**src/rtl/uart_pkg.sv**
```systemverilog
// Shared UART constants: state encoding, default bit period and frame size.
package uart_pkg;

  localparam int unsigned CLKS_PER_BIT_DEF = 868;
  localparam int unsigned DATA_BITS        = 8;
  localparam int unsigned STATE_W          = 3;

  localparam logic [STATE_W-1:0] ST_IDLE      = 3'd0;
  localparam logic [STATE_W-1:0] ST_START     = 3'd1;
  localparam logic [STATE_W-1:0] ST_DATA      = 3'd2;
  localparam logic [STATE_W-1:0] ST_STOP      = 3'd3;
  localparam logic [STATE_W-1:0] ST_WAIT_IDLE = 3'd4;

endpackage

```
**src/rtl/sync_2ff.sv**
```systemverilog
// Single-bit two-flop synchronizer with a configurable reset value.
module sync_2ff #(
  parameter logic RST_VAL = 1'b1
) (
  input  logic clk,
  input  logic rst,
  input  logic d,
  output logic q
);

  logic meta;

  always_ff @(posedge clk or negedge rst) begin
    if (!rst) begin
      meta <= RST_VAL;
      q    <= RST_VAL;
    end else begin
      meta <= d;
      q    <= meta;
    end
  end

endmodule

```
**src/rtl/uart_rx.sv**
```systemverilog
// 8N1 UART receiver: mid-bit sampling, valid/ready output, framing and overrun pulses.
module uart_rx
  import uart_pkg::*;
#(
  parameter int unsigned CLKS_PER_BIT = CLKS_PER_BIT_DEF,
  parameter int unsigned CNT_W        = 14
) (
  input  logic                 clk,
  input  logic                 rst,
  input  logic                 rx,
  output logic [DATA_BITS-1:0] rx_data,
  output logic                 rx_valid,
  input  logic                 rx_ready,
  output logic                 frame_err,
  output logic                 overrun,
  output logic                 busy
);

  localparam int unsigned IDX_W = $clog2(DATA_BITS);
  localparam int unsigned HALF  = CLKS_PER_BIT / 2;
  localparam logic [CNT_W-1:0] CNT_LAST = CNT_W'(CLKS_PER_BIT - 1);
  localparam logic [CNT_W-1:0] CNT_HALF = CNT_W'(HALF - 1);

  logic                 rx_s;
  logic [STATE_W-1:0]   state, state_n;
  logic [CNT_W-1:0]     cnt, cnt_n;
  logic [IDX_W-1:0]     bit_idx, bit_idx_n;
  logic [DATA_BITS-1:0] shreg, shreg_n;
  logic [DATA_BITS-1:0] rx_data_n;
  logic                 rx_valid_n, frame_err_n, overrun_n, busy_n;

  sync_2ff #(.RST_VAL(1'b1)) u_sync (
    .clk (clk),
    .rst (rst),
    .d   (rx),
    .q   (rx_s)
  );

  always_ff @(posedge clk or negedge rst) begin
    if (!rst) begin
      state     <= ST_IDLE;
      cnt       <= '0;
      bit_idx   <= '0;
      shreg     <= '0;
      rx_data   <= '0;
      rx_valid  <= 1'b0;
      frame_err <= 1'b0;
      overrun   <= 1'b0;
      busy      <= 1'b0;
    end else begin
      state     <= state_n;
      cnt       <= cnt_n;
      bit_idx   <= bit_idx_n;
      shreg     <= shreg_n;
      rx_data   <= rx_data_n;
      rx_valid  <= rx_valid_n;
      frame_err <= frame_err_n;
      overrun   <= overrun_n;
      busy      <= busy_n;
    end
  end

  // Next state, counter and registered outputs.
  always_comb begin
    state_n     = state;
    cnt_n       = (cnt == CNT_LAST) ? '0 : cnt + CNT_W'(1);
    bit_idx_n   = bit_idx;
    shreg_n     = shreg;
    rx_data_n   = rx_data;
    rx_valid_n  = rx_valid & ~rx_ready;
    frame_err_n = 1'b0;
    overrun_n   = 1'b0;

    case (state)
      ST_IDLE: begin
        cnt_n = '0;
        if (!rx_s) state_n = ST_START;
      end
      // Half-period check rejects glitches and centres later samples.
      ST_START: begin
        if (cnt == CNT_HALF) begin
          if (rx_s) begin
            state_n = ST_IDLE;
          end else begin
            state_n   = ST_DATA;
            bit_idx_n = '0;
          end
        end
      end
      ST_DATA: begin
        if (cnt == CNT_LAST) begin
          shreg_n   = {rx_s, shreg[DATA_BITS-1:1]};
          bit_idx_n = bit_idx + IDX_W'(1);
          if (bit_idx == IDX_W'(DATA_BITS - 1)) state_n = ST_STOP;
        end
      end
      ST_STOP: begin
        if (cnt == CNT_LAST) begin
          if (rx_s) begin
            rx_data_n  = shreg;
            rx_valid_n = 1'b1;
            overrun_n  = rx_valid & ~rx_ready;
            state_n    = ST_IDLE;
          end else begin
            frame_err_n = 1'b1;
            state_n     = ST_WAIT_IDLE;
          end
        end
      end
      // Hold off until the line returns high so a break is not re-framed.
      ST_WAIT_IDLE: begin
        cnt_n = '0;
        if (rx_s) state_n = ST_IDLE;
      end
      default: state_n = ST_IDLE;
    endcase

    if (state_n != state) cnt_n = '0;
    busy_n = (state_n != ST_IDLE);
  end

endmodule
```
**config.mk**
```make
export PLATFORM = sky130hd
export DESIGN_NAME = uart_rx
export DESIGN_NICKNAME = d
export VERILOG_FILES = /design/src/rtl/uart_pkg.sv /design/src/rtl/sync_2ff.sv /design/src/rtl/uart_rx.sv
export SDC_FILE = /design/constraint.sdc
export NUM_CORES = 1
export LEC_CHECK = 0
export ABC_AREA = 1
export CAP_MARGIN = 20
export CORE_AREA = 2 2 73 75
export DETAILED_ROUTE_END_ITERATION = 6
export DIE_AREA = 0 0 75 77
export MAX_ROUTING_LAYER = met4
export SYNTH_ARGS = -nofsm -noshare
export SYNTH_HDL_FRONTEND = slang
export SYNTH_SLANG_ARGS = --single-unit
```
**constraint.sdc**
```tcl
create_clock -name clk -period 2.5 [get_ports clk]
set_clock_uncertainty 0.2 [all_clocks]
set_input_delay 0.25 -clock clk [delete_from_list [all_inputs] [get_ports clk]]
set_output_delay 0.25 -clock clk [all_outputs]
set_load 0.01 [all_outputs]
```
; Yosys cells after proc, flatten, opt, wreduce, memory -nomap -nowiden
; Index checks and enable logic that the tools add are counted.
[totals]
input_bits = 4
register_bits = 42
elab_cells = 58
output_inout_bits = 12
[op_classes]
addsub = 2
muxes = 25
n_eq_ne = 11
reduce_logical = 7
n_bitwise = 2
[op_table]
columns = op, n
row1 = $mux W14, 3
row2 = $mux W3, 10
row3 = $pmux W3 S5, 1
row4 = $add A14 B1 Y14 const B, 1
row5 = $eq A14 B10 Y1 const B, 1
row6 = $eq A14 B9 Y1 const B, 1
row7 = $mux W1, 9
row8 = $eq A3 B2 Y1 const B, 2
row9 = $eq A3 B3 Y1 const B, 2
row10 = $ne A2 B2 Y1 const B, 3
row11 = $pmux W3 S2, 1
row12 = $reduce_and A4 Y1, 1
row13 = $add A3 B1 Y3 const B, 1
row14 = $eq A3 B1 Y1 const B, 1
row15 = $logic_not A3 Y1, 1
row16 = $ne A3 B3 Y1, 1
row17 = $reduce_and A3 Y1, 1
row18 = $reduce_bool A3 Y1, 1
row19 = $mux W2, 1
row20 = $reduce_and A2 Y1, 1
row21 = $reduce_bool A2 Y1, 1
row22 = $reduce_or A2 Y1, 1
row23 = $and A1 B1 Y1, 1
row24 = $not A1 Y1, 1

; Depth between registers and ports, before layout
[depth]
ltp_word = 6
mapped_depth = 13
mapped_depth_nobuf = 13

; By module
; Synthesis repeated with hierarchy kept, for this count alone.
[hier_totals]
cells_unflattened = 232
hier_area_um2 = 2074.5
[modules_own_cells]
columns = module, area_per_inst_um2, seq_area_each_um2, n_inst, cells_per_inst
row1 = uart_rx, 2021.9, 1001.0, 1, 230
row2 = sync_2ff, 52.6, 52.6, 1, 2

; Worst setup path after synthesis
; No wires, ideal clock.
[synth_path]
path_kind = reg2reg
start = reg cnt[0]
end = reg cnt[12]
period_less_slack_ns = 1.911
n_path_buf = 1
stages_incl_launch_ff = 14
t_arrival_ns = 1.586
setup_ns = 0.125
t_required_ns = 2.175
slack_ns = 0.589
cell_sequence = dfrtp_1 -> ha_1 -> inv_2 -> nor2_2 -> nand2_2 -> nor2_4 -> nand2_4 -> nand2_2 -> nand3_4 -> nor2_2 -> nor2_2 -> nand2_4 -> buf_12 -> nor2_4
[synth_between]
elab_chain_cells = 5
word_cells_on_any_way = 11
cone_classes = add/sub: 1 / eq/ne: 3 / mux: 7
[synth_lines]
columns = element, line
row1 = "start, declared", uart_rx.sv:26  ; logic [CNT_W-1:0] cnt, cnt_n;
row2 = "start signal, assigned", uart_rx.sv:52  ; cnt <= cnt_n;
row3 = $eq A14 B10 Y1 or $eq A14 B9 Y1 (tied branches), "uart_rx.sv:91, uart_rx.sv:98, uart_rx.sv:81"
row4 = $mux W3 (on tied branches), "uart_rx.sv:98, uart_rx.sv:81, uart_rx.sv:91"
row5 = $pmux W3 S5 (*), uart_rx.sv:74  ; case (state)
row6 = named net state_n[1], uart_rx.sv:25  ; logic [STATE_W-1:0] state, state_n;
row7 = $ne A3 B3 Y1 (*), uart_rx.sv:118  ; if (state_n != state) cnt_n = '0;
row8 = $mux W14 (*), uart_rx.sv:118
row9 = named net cnt_n[12], uart_rx.sv:26
; The timed path passes the listed nets; every way through them passes the cells marked *.
; A chain may end at the register's enable or synchronous reset.

; Worst setup path in the final report
[layout_path]
start = reg cnt[0]
end = reg rx_data[7]
[layout_between]
elab_chain_cells = 2
[layout_lines]
columns = element, line
row1 = $eq A14 B10 Y1, uart_rx.sv:98  ; if (cnt == CNT_LAST) begin
row2 = $reduce_and A3 Y1 (no line), n/a
row3 = "end signal, assigned", uart_rx.sv:55  ; rx_data <= rx_data_n;
row4 = "end, declared", uart_rx.sv:11  ; output logic [DATA_BITS-1:0] rx_data,
; No other way between the ends.

==> impl_metrics.csv <==
group,metric,value,unit
sta,tns,0,ns
detailed_routing,drt-initial-drc-count,84,
clocking,clock_path_buffers,2,
critical_path,rrSetupSlack,0.38,ns
layout,layout-drive-gt1-share,0.193,
global_routing,grt.overflow.total,0,
sta,slew_headroom,0.645,
clocking,cts_max_level,2,
floorplan,initial_core_util,0.435,
flow_run,cap_violations,0,
placement,port_buffers,15,
floorplan,dieWidth,75,microns
synth,yosysUniqueCellTypes,30,
critical_path,path_delay_family,"simple AND/OR/NAND/NOR gates",
synth,postSynthCellCount,246,
placement,gp_congestion,0.848,
global_routing,grt_pass1_wl,7110,microns
sta,report.final.setup_viol,0,
power_and_ir_drop,power_density,470,nW/um^2
floorplan,rows,26,
sta,tightest_slew,0.532,ns
critical_path,rr_worst_depth,9,
layout,fill_cells,480,
clocking,cts_setup_buffers,0,
floorplan,pin_count,16,
floorplan,dieArea,5780,sq um
synth,synth.mux.area_fraction,0.00520,
detailed_routing,dr.pass1.iters,4,
layout,fin_area,2500,sq um
synth,synth_nets,254,
sta,post-route-period-util,0.849,
synth,ys_seq_elements,42,
synth,synthSimpleGateAreaFrac,0.330,
sta,finalMaxSlewViolations,0,
layout,syn_to_final_growth,15.2,%
critical_path,required,2.48,ns
min_path,hp-start,"u_sync.meta",
detailed_routing,via_per_inst,4.74,
placement,dp_cells,331,
synth,synth_seq_area_share,0.486,
critical_path,worst_setup_path_start_kind,"flip-flop",
clocking,clk_pin_slew,0.09,ns
global_routing,grt_pass1_vias,1562,
detailed_routing,ant_nets,0,
critical_path,worstPathMaxFanout,17,
min_path,whs_endpoint,"u_sync.q",
synth,yosysTopAreaCell,"dfrtp_1",
detailed_routing,drc,0,
clocking,cts.sinks,42,
synth,synth-compound-area-share,0.0791,
power_and_ir_drop,ir_worst_vdd,0.276,mV
power_and_ir_drop,p_leak,1.13,nW
sta,fmax,0.471,GHz
detailed_routing,wl,4050,microns
critical_path,r2r_end,"rx_data[7]",
global_routing,antenna_found_initial,0,
critical_path,regToRegStartpoint,"cnt[0]",
global_routing,grt_max_degree,43,
synth,synth_fa_ha_area_frac,0.0231,
detailed_routing,vias,1611,
synth,synth-xor-area-share,0,
power_and_ir_drop,power,1.18,mW
critical_path,critPathMaxStageDelay,0.44,ns
sta,finalWorstSetupSlack,0.376,ns
sta,final_hold_viol_count,0,
placement,dp_slack,0.389,ns
critical_path,crit_path_end_kind,"flip-flop",
critical_path,cp_num_buf_inv,1,
sta,fin_crit,2.12,ns
placement,dp_hpwl,2950,microns
critical_path,path_class,"flip-flop to flip-flop",
synth,synth_top_area_share,0.462,
global_routing,track_usage,0.163,
min_path,min_path_type,"flip-flop to flip-flop",
synth,yosys_warnings,0,
layout,final_cells,340,
critical_path,crit_chain,"ha_1 > inv_2 > nor2_2 > nand2_2 > nor2_4 > nand2_4 > nor2_2 > nand2_2 > mux2_1",
synth,synth.cell_area,2170,sq um
critical_path,arrival,2.10,ns
synth,synth.avg_cell_area,8.81,sq um
floorplan,die_y,77,microns
layout,antenna_cells,0,
floorplan,coreArea,4980,sq um
min_path,min_path_cells,0,
status,status,"finished, final reports clean",
critical_path,slowest_stage,"dfrtp_1",
clocking,cts_tree,"built",
synth,synth_top_family_by_area,"simple AND/OR/NAND/NOR gates",
clocking,clock-root-buffer,"clkbuf_8",
placement,place_area,2390,sq um
layout,fin_nets,277,
synth,synthTopCellsByArea,"dfrtp_1 (46%), nand2_1 (7.6%), nor2_4 (6.8%), inv_1 (5.5%), nand3_1 (4.2%)",
clocking,cts_made_buffers,5,
sta,rsz0062_at_grt,"false",
clocking,clk_latency,0.30,ns
detailed_routing,wl_per_cell,11.9,microns
-- cell families after synthesis --
family                     Yosys count
adders and majority gates            4
DFF                                 42
AOI/OAI and AO/OA                   30
and+or+nand+nor                    130
buffers and inverters               39
muxes                                1
-- layout make-up --
type                       instances  area (sq um)  share of cell area
sequential                        42          1050               0.422
clock inverter                     3          26.3              0.0105
multi-input combinational        165           948               0.380
tap                               70          87.6              0.0351
timing repair buffer              19           178              0.0711
inverter                          36           135              0.0541
clock buffer                       5          68.8              0.0276
-- cells in the final DEF, fill, tap and decap left out --
cell type,count
nand3_4,1
nor2_1,21
dfrtp_1,40
clkbuf_8,5
nand3b_1,3
buf_2,1
clkdlybuf4s50_1,14
o21ai_0,15
a21oi_2,1
nand3_2,1
inv_1,32
nand2_2,6
inv_6,3
nand2_1,44
buf_4,3
nor3_1,5
ha_1,4
nor2_4,13
a22o_1,2
a21oi_1,1
nand4_1,5
or2_2,2
o211ai_1,2
nand3_1,18
nand2_4,2
mux2_1,1
o21ai_1,7
o21bai_1,1
dfstp_2,2
a21boi_1,1
dlygate4sd3_1,1
and3_1,1
inv_2,4
nor2_2,8
-- state kept, by name, indices dropped and copies added (netlist names) --
signal,count
u_sync.meta,1
rx_data,8
frame_err,1
shreg,8
state,3
bit_idx,3
cnt,14
busy,1
u_sync.q,1
overrun,1
rx_valid,1
-- where the power goes --
group	internal [mW]	leakage (nW)	total, mW	switching [mW]
clock	0.208	0.0495	0.471	0.263
combinational	0.00574	0.519	0.0206	0.0148
sequential	0.682	0.560	0.683	0.00172
-- cells in the mapped netlist --
| library cell | instances |
|---|---|
| buf_2 | 2 |
| o21ai_1 | 7 |
| nor3_1 | 5 |
| o21ai_0 | 15 |
| a21boi_1 | 1 |
| nor2_1 | 21 |
| buf_12 | 1 |
| o21bai_1 | 1 |
| inv_2 | 4 |
| mux2_1 | 1 |
| nand3_2 | 1 |
| inv_1 | 32 |
| nand4_1 | 5 |
| nor2_4 | 13 |
| o211ai_1 | 2 |
| nand2_2 | 6 |
| or2_2 | 2 |
| ha_1 | 4 |
| a21oi_1 | 1 |
| nand3_4 | 1 |
| nand2_4 | 2 |
| dfrtp_1 | 40 |
| a21oi_2 | 1 |
| and3_1 | 1 |
| nand3_1 | 18 |
| nand3b_1 | 3 |
| dfstp_2 | 2 |
| a22o_1 | 2 |
| nor2_2 | 8 |
| nand2_1 | 44 |
-- metrics by stage --
stage               hold WS [ns]  utilization
finish                     0.159        0.502
CTS                        0.147        0.502
global placement           0.145        0.481
floorplan                 -0.246            -
global route               0.161        0.502
detailed placement         0.149        0.481
-- repair_timing --
| action | CTS | global route |
|---|---|---|
| gates resized for setup | 0 | 0 |
| hold buffers | 1 | 0 |
| hold endpoints to repair | 40 | 0 |
-- metal layers --
layer  global-route usage  routed length, microns
met2                0.249                    1940
met3               0.0434                      97
met1                0.213                    1970
met5                    -                       0
met4               0.0429                      34
-- worst max-delay path by stage --
stage	start	endpoint	slack, ns	cells after the start
floorplan	cnt[0]	cnt[12]	0.59	13
global placement	cnt[0]	rx_data[7]	0.42	9
detailed placement	cnt[0]	cnt[1]	0.39	12
CTS	cnt[0]	rx_data[7]	0.37	9
global route	cnt[0]	cnt[1]	0.23	12
finish	cnt[0]	rx_data[7]	0.38	9
(Power assumes the default switching activity.)
